File: config.mk
export PLATFORM = sky130hd
export DESIGN_NAME = imem_loader_flat
export DESIGN_NICKNAME = d
export VERILOG_FILES = /design/src/rtl/imem_loader_if.sv /design/src/rtl/imem_loader.sv /design/src/flat_wrapper.sv
export SDC_FILE = /design/constraint.sdc
export NUM_CORES = 1
export LEC_CHECK = 0
export CELL_PAD_IN_SITES_DETAIL_PLACEMENT = 0
export CELL_PAD_IN_SITES_GLOBAL_PLACEMENT = 1
export CORE_UTILIZATION = 41
export CTS_CLUSTER_DIAMETER = 200
export DETAILED_ROUTE_END_ITERATION = 7
export PLACE_DENSITY_LB_ADDON = 0.25
export SLEW_MARGIN = 10
export SYNTH_ARGS = -nofsm -noshare
export SYNTH_HDL_FRONTEND = slang
export SYNTH_SLANG_ARGS = --single-unit
File: constraint.sdc
create_clock -name clk -period 1.99 [get_ports clk]
set_input_delay 0.4975 -clock clk [delete_from_list [all_inputs] [get_ports clk]]
set_output_delay 0.4975 -clock clk [all_outputs]
set_load 0.01 [all_outputs]
File: src/rtl/imem_loader_if.sv
// Host byte stream and instruction-store write port of the boot loader.
// slave = loader side, master = host / instruction-store side.
interface imem_loader_if #(
   parameter int DATA_W = 16,
   parameter int ADDR_W = 3
);
   logic              in_valid;
   logic [7:0]        in_data;
   logic              in_ready;
   logic              wr_en;
   logic [ADDR_W-1:0] wr_addr;
   logic [DATA_W-1:0] wr_data;

   modport master (output in_valid, in_data, input in_ready, wr_en, wr_addr, wr_data);
   modport slave  (input in_valid, in_data, output in_ready, wr_en, wr_addr, wr_data);
endinterface

File: src/rtl/imem_loader.sv
// Boot-time loader: packs a length-prefixed byte stream MSB-first into the instruction store,
// zero-fills the rest and holds the CPU until done. Optional checksum byte: IMEM_LOADER_CHECKSUM_EN.
module imem_loader #(
   parameter int DATA_W = 16,
   parameter int ADDR_W = 3
) (
   input  logic            clk,
   input  logic            rst,
   input  logic            start,
   imem_loader_if.slave    bus,
   output logic            cpu_hold,
   output logic            done,
   output logic            err,
   output logic [ADDR_W:0] word_count
);
   localparam int DEPTH = 1 << ADDR_W;
   localparam int BPW   = DATA_W / 8;
   localparam int BC_W  = (BPW > 1) ? $clog2(BPW) : 1;

   typedef enum logic [2:0] {
      S_IDLE, S_LEN, S_DATA, S_WRITE, S_FILL, S_DONE, S_ERR, S_CHK
   } state_t;

   state_t            state;
   logic [ADDR_W:0]   n_len;
   logic [ADDR_W-1:0] addr;
   logic [BC_W-1:0]   byte_cnt;
   logic [DATA_W-1:0] asm_word;
   logic [DATA_W-1:0] next_word;
   logic              xfer;
`ifdef IMEM_LOADER_CHECKSUM_EN
   logic [7:0]        csum;
`endif

   assign xfer      = bus.in_valid && bus.in_ready;
   assign next_word = (asm_word << 8) | DATA_W'(bus.in_data);

   always_ff @(posedge clk or posedge rst) begin
      if (rst) begin
         state       <= S_IDLE;
         n_len       <= '0;
         addr        <= '0;
         byte_cnt    <= '0;
         asm_word    <= '0;
         bus.in_ready <= 1'b0;
         bus.wr_en   <= 1'b0;
         bus.wr_addr <= '0;
         bus.wr_data <= '0;
         cpu_hold    <= 1'b1;
         done        <= 1'b0;
         err         <= 1'b0;
         word_count  <= '0;
`ifdef IMEM_LOADER_CHECKSUM_EN
         csum        <= '0;
`endif
      end else if (start) begin
         // start from any state restarts the load; words already written stay in the store
         state        <= S_LEN;
         bus.in_ready <= 1'b1;
         bus.wr_en    <= 1'b0;
         cpu_hold     <= 1'b1;
         done         <= 1'b0;
         err          <= 1'b0;
         word_count   <= '0;
         byte_cnt     <= '0;
         addr         <= '0;
`ifdef IMEM_LOADER_CHECKSUM_EN
         csum         <= '0;
`endif
      end else begin
         case (state)
            S_LEN: if (xfer) begin
               if (bus.in_data == 8'd0 || int'(bus.in_data) > DEPTH) begin
                  state        <= S_ERR;
                  bus.in_ready <= 1'b0;
                  err          <= 1'b1;
               end else begin
                  n_len <= (ADDR_W+1)'(bus.in_data);
                  state <= S_DATA;
               end
            end
            S_DATA: if (xfer) begin
               asm_word <= next_word;
`ifdef IMEM_LOADER_CHECKSUM_EN
               csum     <= csum ^ bus.in_data;
`endif
               if (byte_cnt == BC_W'(BPW-1)) begin
                  byte_cnt     <= '0;
                  state        <= S_WRITE;
                  bus.in_ready <= 1'b0;
                  bus.wr_en    <= 1'b1;
                  bus.wr_addr  <= addr;
                  bus.wr_data  <= next_word;
                  word_count   <= word_count + 1'b1;
               end else begin
                  byte_cnt <= byte_cnt + 1'b1;
               end
            end
            S_WRITE: begin
               bus.wr_en <= 1'b0;
               if (word_count == n_len) begin
`ifdef IMEM_LOADER_CHECKSUM_EN
                  state        <= S_CHK;
                  bus.in_ready <= 1'b1;
`else
                  if (n_len == (ADDR_W+1)'(DEPTH)) begin
                     state    <= S_DONE;
                     done     <= 1'b1;
                     cpu_hold <= 1'b0;
                  end else begin
                     state       <= S_FILL;
                     bus.wr_en   <= 1'b1;
                     bus.wr_addr <= n_len[ADDR_W-1:0];
                     bus.wr_data <= '0;
                  end
`endif
               end else begin
                  addr         <= addr + 1'b1;
                  state        <= S_DATA;
                  bus.in_ready <= 1'b1;
               end
            end
`ifdef IMEM_LOADER_CHECKSUM_EN
            S_CHK: if (xfer) begin
               bus.in_ready <= 1'b0;
               if (bus.in_data != csum) begin
                  state <= S_ERR;
                  err   <= 1'b1;
               end else if (n_len == (ADDR_W+1)'(DEPTH)) begin
                  state    <= S_DONE;
                  done     <= 1'b1;
                  cpu_hold <= 1'b0;
               end else begin
                  state       <= S_FILL;
                  bus.wr_en   <= 1'b1;
                  bus.wr_addr <= n_len[ADDR_W-1:0];
                  bus.wr_data <= '0;
               end
            end
`endif
            S_FILL: begin
               // one zero (NOP) write per cycle up to the top of the store
               if (bus.wr_addr == ADDR_W'(DEPTH-1)) begin
                  bus.wr_en <= 1'b0;
                  state     <= S_DONE;
                  done      <= 1'b1;
                  cpu_hold  <= 1'b0;
               end else begin
                  bus.wr_addr <= bus.wr_addr + 1'b1;
               end
            end
            default: ;
         endcase
      end
   end
endmodule

File: src/flat_wrapper.sv
// flat-port wrapper written by rule: the top's interface ports become plain ports
module imem_loader_flat 
#(
   parameter int DATA_W = 16,
   parameter int ADDR_W = 3
)
  (clk, rst, start, cpu_hold, done, err, word_count, bus_in_valid, bus_in_data, bus_in_ready, bus_wr_en, bus_wr_addr, bus_wr_data);
  imem_loader_if #(.DATA_W(DATA_W), .ADDR_W(ADDR_W)) bus_i ();
  input  logic clk;
  input  logic rst;
  input  logic start;
  output logic cpu_hold;
  output logic done;
  output logic err;
  output logic [ADDR_W:0] word_count;
  input wire logic [$bits(bus_i.in_valid)-1:0] bus_in_valid;
  input wire logic [$bits(bus_i.in_data)-1:0] bus_in_data;
  output wire logic [$bits(bus_i.in_ready)-1:0] bus_in_ready;
  output wire logic [$bits(bus_i.wr_en)-1:0] bus_wr_en;
  output wire logic [$bits(bus_i.wr_addr)-1:0] bus_wr_addr;
  output wire logic [$bits(bus_i.wr_data)-1:0] bus_wr_data;
  assign bus_i.in_valid = bus_in_valid;
  assign bus_i.in_data = bus_in_data;
  assign bus_in_ready = bus_i.in_ready;
  assign bus_wr_en = bus_i.wr_en;
  assign bus_wr_addr = bus_i.wr_addr;
  assign bus_wr_data = bus_i.wr_data;
  imem_loader #(.DATA_W(DATA_W), .ADDR_W(ADDR_W)) u_core (.clk(clk), .rst(rst), .start(start), .bus(bus_i), .cpu_hold(cpu_hold), .done(done), .err(err), .word_count(word_count));
endmodule
==> qor.csv, run 1 <==
metric,value,unit
skew,0.00461,ns
slew_violations,0,
utilization,58.4,%
core,5890,µm²
vias,2130,
synth_area,2500,µm²
max_stage_delay,0.53,ns
synthTopCellsByArea,"dfrtp_1 (46%), mux2_2 (4.5%), mux2i_1 (4.4%)",
max_freq,0.514,GHz
grt_pass1_wl,9830,µm
cts_buffers,5,
synth_top_area_share,46.1,%
path_clk_slew,0.09,ns
synth_nets,257,
critPathKind,in2reg,
r2r_cells,5,
drive_above_1_share,25.3,%
total_power,4.41,mW
cts-root-buf,clkbuf_8,
first_pass_iters,4,
n_fill_cell,518,
hold_buffers,0,
powerDensity,1280,nW/µm²
hold_class,in2async,
via_per_inst,5.34,
start_util,42.4,%
worstPathMaxFanout,4,
slew_headroom,68.2,%
seqCellArea,1180,µm²
worstMarginPinSlew,0.475,ns
cts.path.max_buffers,2,
die_w,80.0,µm
ys_seq_elements,47,
rsz0062_at_grt,no,
critPathSlowestCell,clkdlybuf4s50_1,
overflow,0,
drt-total-wl,6060,µm
reg2reg_from,u_core.n_len[1]$_DFFE_PP0P_,
crit_path_start,bus_in_valid,
cts-htree-levels,2,
antenna_found_initial,0,
worstSetupEndpointType,register,
synth_cell_type_count,49,
fin_crit,1.94,ns
setup_viol,0,
fin_nets,339,
holdWs,0.487,ns
syn2layout_area_growth,37.6,%
dp.final_hpwl,4470,µm
fin_ws,0.0455,ns
diodes,0,
dp_slack,-0.451,ns
place_congestion,0.837,
power.leakage,1.53,nW
crit_path_start_kind,input pin,
grt_max_degree,21,
synth_edf_count,0,
outcome,completed,
drt_iter0_markers,151,
cts_tree,yes,
synth_ff_type,dfrtp_1,
worst_ir_drop_vdd,0.000612,V
avgRoutedWirePerCell,15.2,µm
grt.total_usage,20.5,%
first_global_vias,2014,
ys_seq_area_share,47.2,%
ant_nets,0,
post-synth-top-count-cell,dfrtp_1,
drc,0,
clkSinkCount,47,
cp.arrival,2.15,ns
numPortBuffers,39,
async_flop_share,100,%
hold_viol,0,
dieArea,6400,µm²
yosysWarnings,0,
fin_crit_sh,97.7,%
drv_cap,0,
die_h,80.0,µm
critPathMostFrequentCell,a211o_1,
cp.required,2.19,ns
multiInputGateArea,1260,µm²
timing.rr.end,u_core.bus.wr_addr[1]$_DFFE_PP0P_,
syn_inst,241,
post-synth-top-area-cell,dfrtp_1,
rows,28,
synthTopCellsByCount,"dfrtp_1 (46), nand2_1 (18), o21ai_0 (17)",
io_pins,40,
clk_latency,0.31,ns
worstPathCellList,clkdlybuf4s50_1 -> a31oi_2 -> a211o_1 -> a211o_1 -> mux2_2,
syn-mean-instance-area,10.4,µm²
ff2ff_setup_slack,0.09,ns
-- critical path: cells and delay by family --
kind                   cells  cell delay [ns]
muxes                      1             0.28
buffers and inverters      1             0.53
AOI/OAI and AO/OA          3             0.84
-- how the worst max path moves through the flow --
stage / end / slack (ns)
floorplan: u_core.n_len[0]$_DFFE_PP0P_ / 0.09
global placement: u_core.n_len[2]$_DFFE_PP0P_ / -0.42
detailed placement: u_core.n_len[0]$_DFFE_PP0P_ / -0.45
CTS: u_core.bus.wr_addr[1]$_DFFE_PP0P_ / 0.01
global route: u_core.n_len[2]$_DFFE_PP0P_ / 0.009
finish: u_core.bus.wr_addr[1]$_DFFE_PP0P_ / 0.05
-- report_power, final --
group	internal (mW)	switching (mW)
Sequential	1.28	0.258
Clock	0.252	0.352
Combinational	1.20	1.07
Total	2.73	1.68
-- sequential cells by signal, indices dropped and copies added, names as in the netlist --
register             count
u_core.addr              3
u_core.asm_word          8
u_core.bus.in_ready      1
u_core.bus.wr_addr       3
u_core.bus.wr_data      16
u_core.bus.wr_en         1
u_core.byte_cnt          1
u_core.cpu_hold          1
u_core.done              1
u_core.err               1
u_core.n_len             4
u_core.state             3
u_core.word_count        4
-- placed cells by master, fill, tap and decap left out, types with 3 or more instances in the layout --
cell / instances
buf_4: 48
dfrtp_1: 46
clkdlybuf4s50_1: 31
nand2_1: 18
o21ai_0: 17
nor2_1: 14
mux2i_1: 11
nor2b_1: 10
mux2_2: 10
xnor2_1: 9
a22oi_1: 8
dlygate4sd2_1: 7
inv_1: 6
a21oi_1: 6
nand2b_1: 5
nand3_1: 5
a211oi_1: 5
clkbuf_8: 5
nor3b_1: 4
o22ai_1: 4
ha_1: 4
mux2_1: 3
-- through the flow --
| step | instance area [µm²] | setup TNS [ns] | cells |
|---|---|---|---|
| after floorplan | 2500 | 0 | 241 |
| after global placement | 3280 | -7.22 | 386 |
| after detailed placement | 3280 | -8.36 | 386 |
| after CTS | 3410 | 0 | 399 |
| after global routing | 3430 | 0 | 399 |
| final | 3430 | 0 | 399 |
-- repair_timing --
action	4_1_cts	5_1_grt
endpoints found under the setup margin	21	13
pin swaps	4	0
resized for setup	10	4
buffers inserted	5	0
-- routing by layer --
layer / up-vias / routed length [µm] / global-route usage (%)
met4: 0 / 51 / 4.29
met2: 41 / 2870 / 33.2
li1: 1044 / - / -
met5: - / 0 / 0
met1: 1039 / 2940 / 28.6
met3: 6 / 201 / 3.77
-- logic make-up after synthesis --
logic type | Yosys count | synth area share, %
and+or+nand+nor | 77 | 18.0
AOI/OAI and AO/OA | 58 | 15.4
DFF | 47 | 47.2
muxes | 25 | 10.7
buffers and inverters | 21 | 3.46
xor gates and xnor gates | 9 | 3.16
adders and majority gates | 4 | 2.01
-- area by class of cell --
| class | count | share of cell area [%] |
|---|---|---|
| Clock buffer | 5 | 2.00 |
| Inverter | 7 | 0.765 |
| Multi-Input combinational cell | 173 | 36.7 |
| Clock inverter | 3 | 0.656 |
| Timing Repair Buffer | 89 | 22.8 |
| Sequential cell | 47 | 34.3 |
| Tap cell | 75 | 2.73 |
Power figures use the tool's default switching activity.
==> inputs of run 2 (changes only) <==
Settings changed: CORE_UTILIZATION 41 to 37.
Clock period 1.99 ns to 1.75 ns, I/O delays scaled along.
==> run 2 against run 1 <==
  * Sequential cell count did not move
  * The run now ends with DRC, setup timing left
  * Die area is 11% higher
  * Clock-buffer cell count rose by 1
==> qor.csv, run 2 (same netlist as run 1, synthesis figures left out) <==
metric,value,unit
hold_viol,0,
p_switching,1.92,mW
place_congestion,0.811,
critPathKind,reg2reg,
vias,2169,
cts.path.max_buffers,2,
clkSinkCount,47,
fin_crit_sh,102,%
clk_latency,0.30,ns
crit_path_start_kind,register,
intPower,3.19,mW
drt-total-wl,6320,µm
slew_headroom,79.3,%
skew,0.00959,ns
cts_buffers,5,
fin_area,3510,µm²
core,6420,µm²
cts-htree-levels,2,
drive_above_1_share,31.6,%
drt_iter0_markers,116,
first_global_vias,2128,
ant_nets,0,
cts-root-buf,clkbuf_8,
slew_violations,0,
outcome,finished with violations,
worst_ir_drop_vdd,0.000544,V
grt_max_degree,48,
rsz0062_at_grt,yes,
antenna_found_initial,0,
cts_tree,yes,
path_clk_slew,0.09,ns
dp_cells,388,
worstPathMaxFanout,3,
via_per_inst,5.38,
cp.required,1.94,ns
switching_share,37.5,%
worstMarginPinSlew,0.308,ns
overflow,0,
syn2layout_area_growth,40.8,%
largest_register_ffs,16,
fin_cells,403,
setup_viol,3,
fin_nets,341,
dieArea,7080,µm²
diodes,0,
final_cell_mix,"buf_4 (49), dfrtp_1 (46), clkdlybuf4s50_1 (21)",
grt_pass1_wl,10800,µm
grt.total_usage,19.2,%
p_comb_share,53.2,%
avgRoutedWirePerCell,15.7,µm
start_util,38.9,%
drc,10,
drv_cap,0,
largestRegisters,"u_core.bus.wr_data (16), u_core.asm_word (8)",
numPortBuffers,39,
powerDensity,1450,nW/µm²
rows,29,
final_common_cell,buf_4,
power.leakage,1.61,nW
first_pass_iters,8,
dp.final_hpwl,4560,µm
utilization,54.7,%
seq_power_share,34.2,%
max_freq,0.560,GHz
die_h,84.1,µm
io_pins,40,
largest_register,u_core.bus.wr_data,
fin_ws,-0.0352,ns
fin_crit,1.79,ns
worstSetupEndpointType,register,
n_fill_cell,592,
hold_buffers,0,
total_power,5.11,mW
dpl_cell_area,3310,µm²
p_clk_share,12.6,%
cp.arrival,1.97,ns
violations,"DRC, setup timing",
die_w,84.1,µm
hold_class,in2reg,
## run 2: cell count changes in the layout (fill, tap and decap cells not counted), sizes merged
cell	change
clkdlybuf4s15	+1
clkdlybuf4s50	-10
clkinvlp	+1
clkinv	-1
buf	+5
dlymetal6s2s	+3
inv	-1
dlygate4sd2	+1
clkbuf	+3
## run 2: worst paths after layout
| check | slack (ns) | depth (start not counted) | endpoint | from |
|---|---|---|---|---|
| worst max-delay path | -0.04 | 5 | u_core.bus.wr_addr[1]$_DFFE_PP0P_ | u_core.bus.wr_addr[0]$_DFFE_PP0P_ |
| worst min-delay path | 0.43 | 2 | u_core.asm_word[5]$_DFFE_PP0P_ | bus_in_data[5] |
| worst max register to register | -0.04 | 5 | u_core.bus.wr_addr[1]$_DFFE_PP0P_ | u_core.bus.wr_addr[0]$_DFFE_PP0P_ |
| worst min register to register | 0.51 | 1 | u_core.asm_word[0]$_DFFE_PP0P_ | u_core.asm_word[0]$_DFFE_PP0P_ |
| max in group asynchronous | 1.00 | 3 | u_core.cpu_hold$_DFFE_PP1P_ | rst |
| min in group asynchronous | 0.48 | 3 | u_core.bus.wr_addr[0]$_DFFE_PP0P_ | rst |
## run 2: cell type report
class	count	area [µm²]	area share [%]
clock buffer	6	72.6	2.06
clock inverter	2	12.5	0.356
inverter	7	26.3	0.748
multi-input combinational	173	1340	38.2
sequential	47	1180	33.5
tap	77	96.3	2.74
timing repair buffer	91	786	22.4
## run 2: what timing repair did
action / 4_1_cts / 5_1_grt
resized for setup: 31 / 20
endpoints found under the setup margin: 22 / 28
buffers inserted: 4 / 3
pin swaps: 5 / 6
## run 2: layer usage
| metal | track usage (%) | share of wire (%) | up-vias |
|---|---|---|---|
| met1 | 28.0 | 49 | 1073 |
| met2 | 29.4 | 45 | 47 |
| met3 | 3.44 | 4.7 | 7 |
| met5 | 0 | 0 | - |
| li1 | - | - | 1042 |
| met4 | 5.17 | 1.1 | 0 |
## run 2: stage by stage
stage | setup TNS [ns] | hold slack [ns] | worst slack [ns]
finish | -0.0750 | 0.433 | -0.0352
global route | -0.302 | 0.417 | -0.109
CTS | -0.111 | 0.492 | -0.0467
detailed placement | -13.00 | 0.495 | -0.633
global placement | -12.92 | 0.485 | -0.600
floorplan | -0.467 | 0.469 | -0.0788
## run 2: critical path: stages (launching register included)
cell	delay, ns
dfrtp_1	0.40
ha_2	0.17
ha_2	0.17
or3_1	0.34
a211o_1	0.31
mux2_2	0.28
## run 2: power by group through the flow
stage,combinational [mW],sequential (mW),clock [mW]
6_report,2.72,1.75,0.645
5_1_grt,3.00,1.80,0.720
4_1_cts,2.68,1.74,0.679
3_5_place_dp,2.64,1.75,0
3_3_place_gp,2.60,1.74,0
2_1_floorplan,1.36,1.80,0
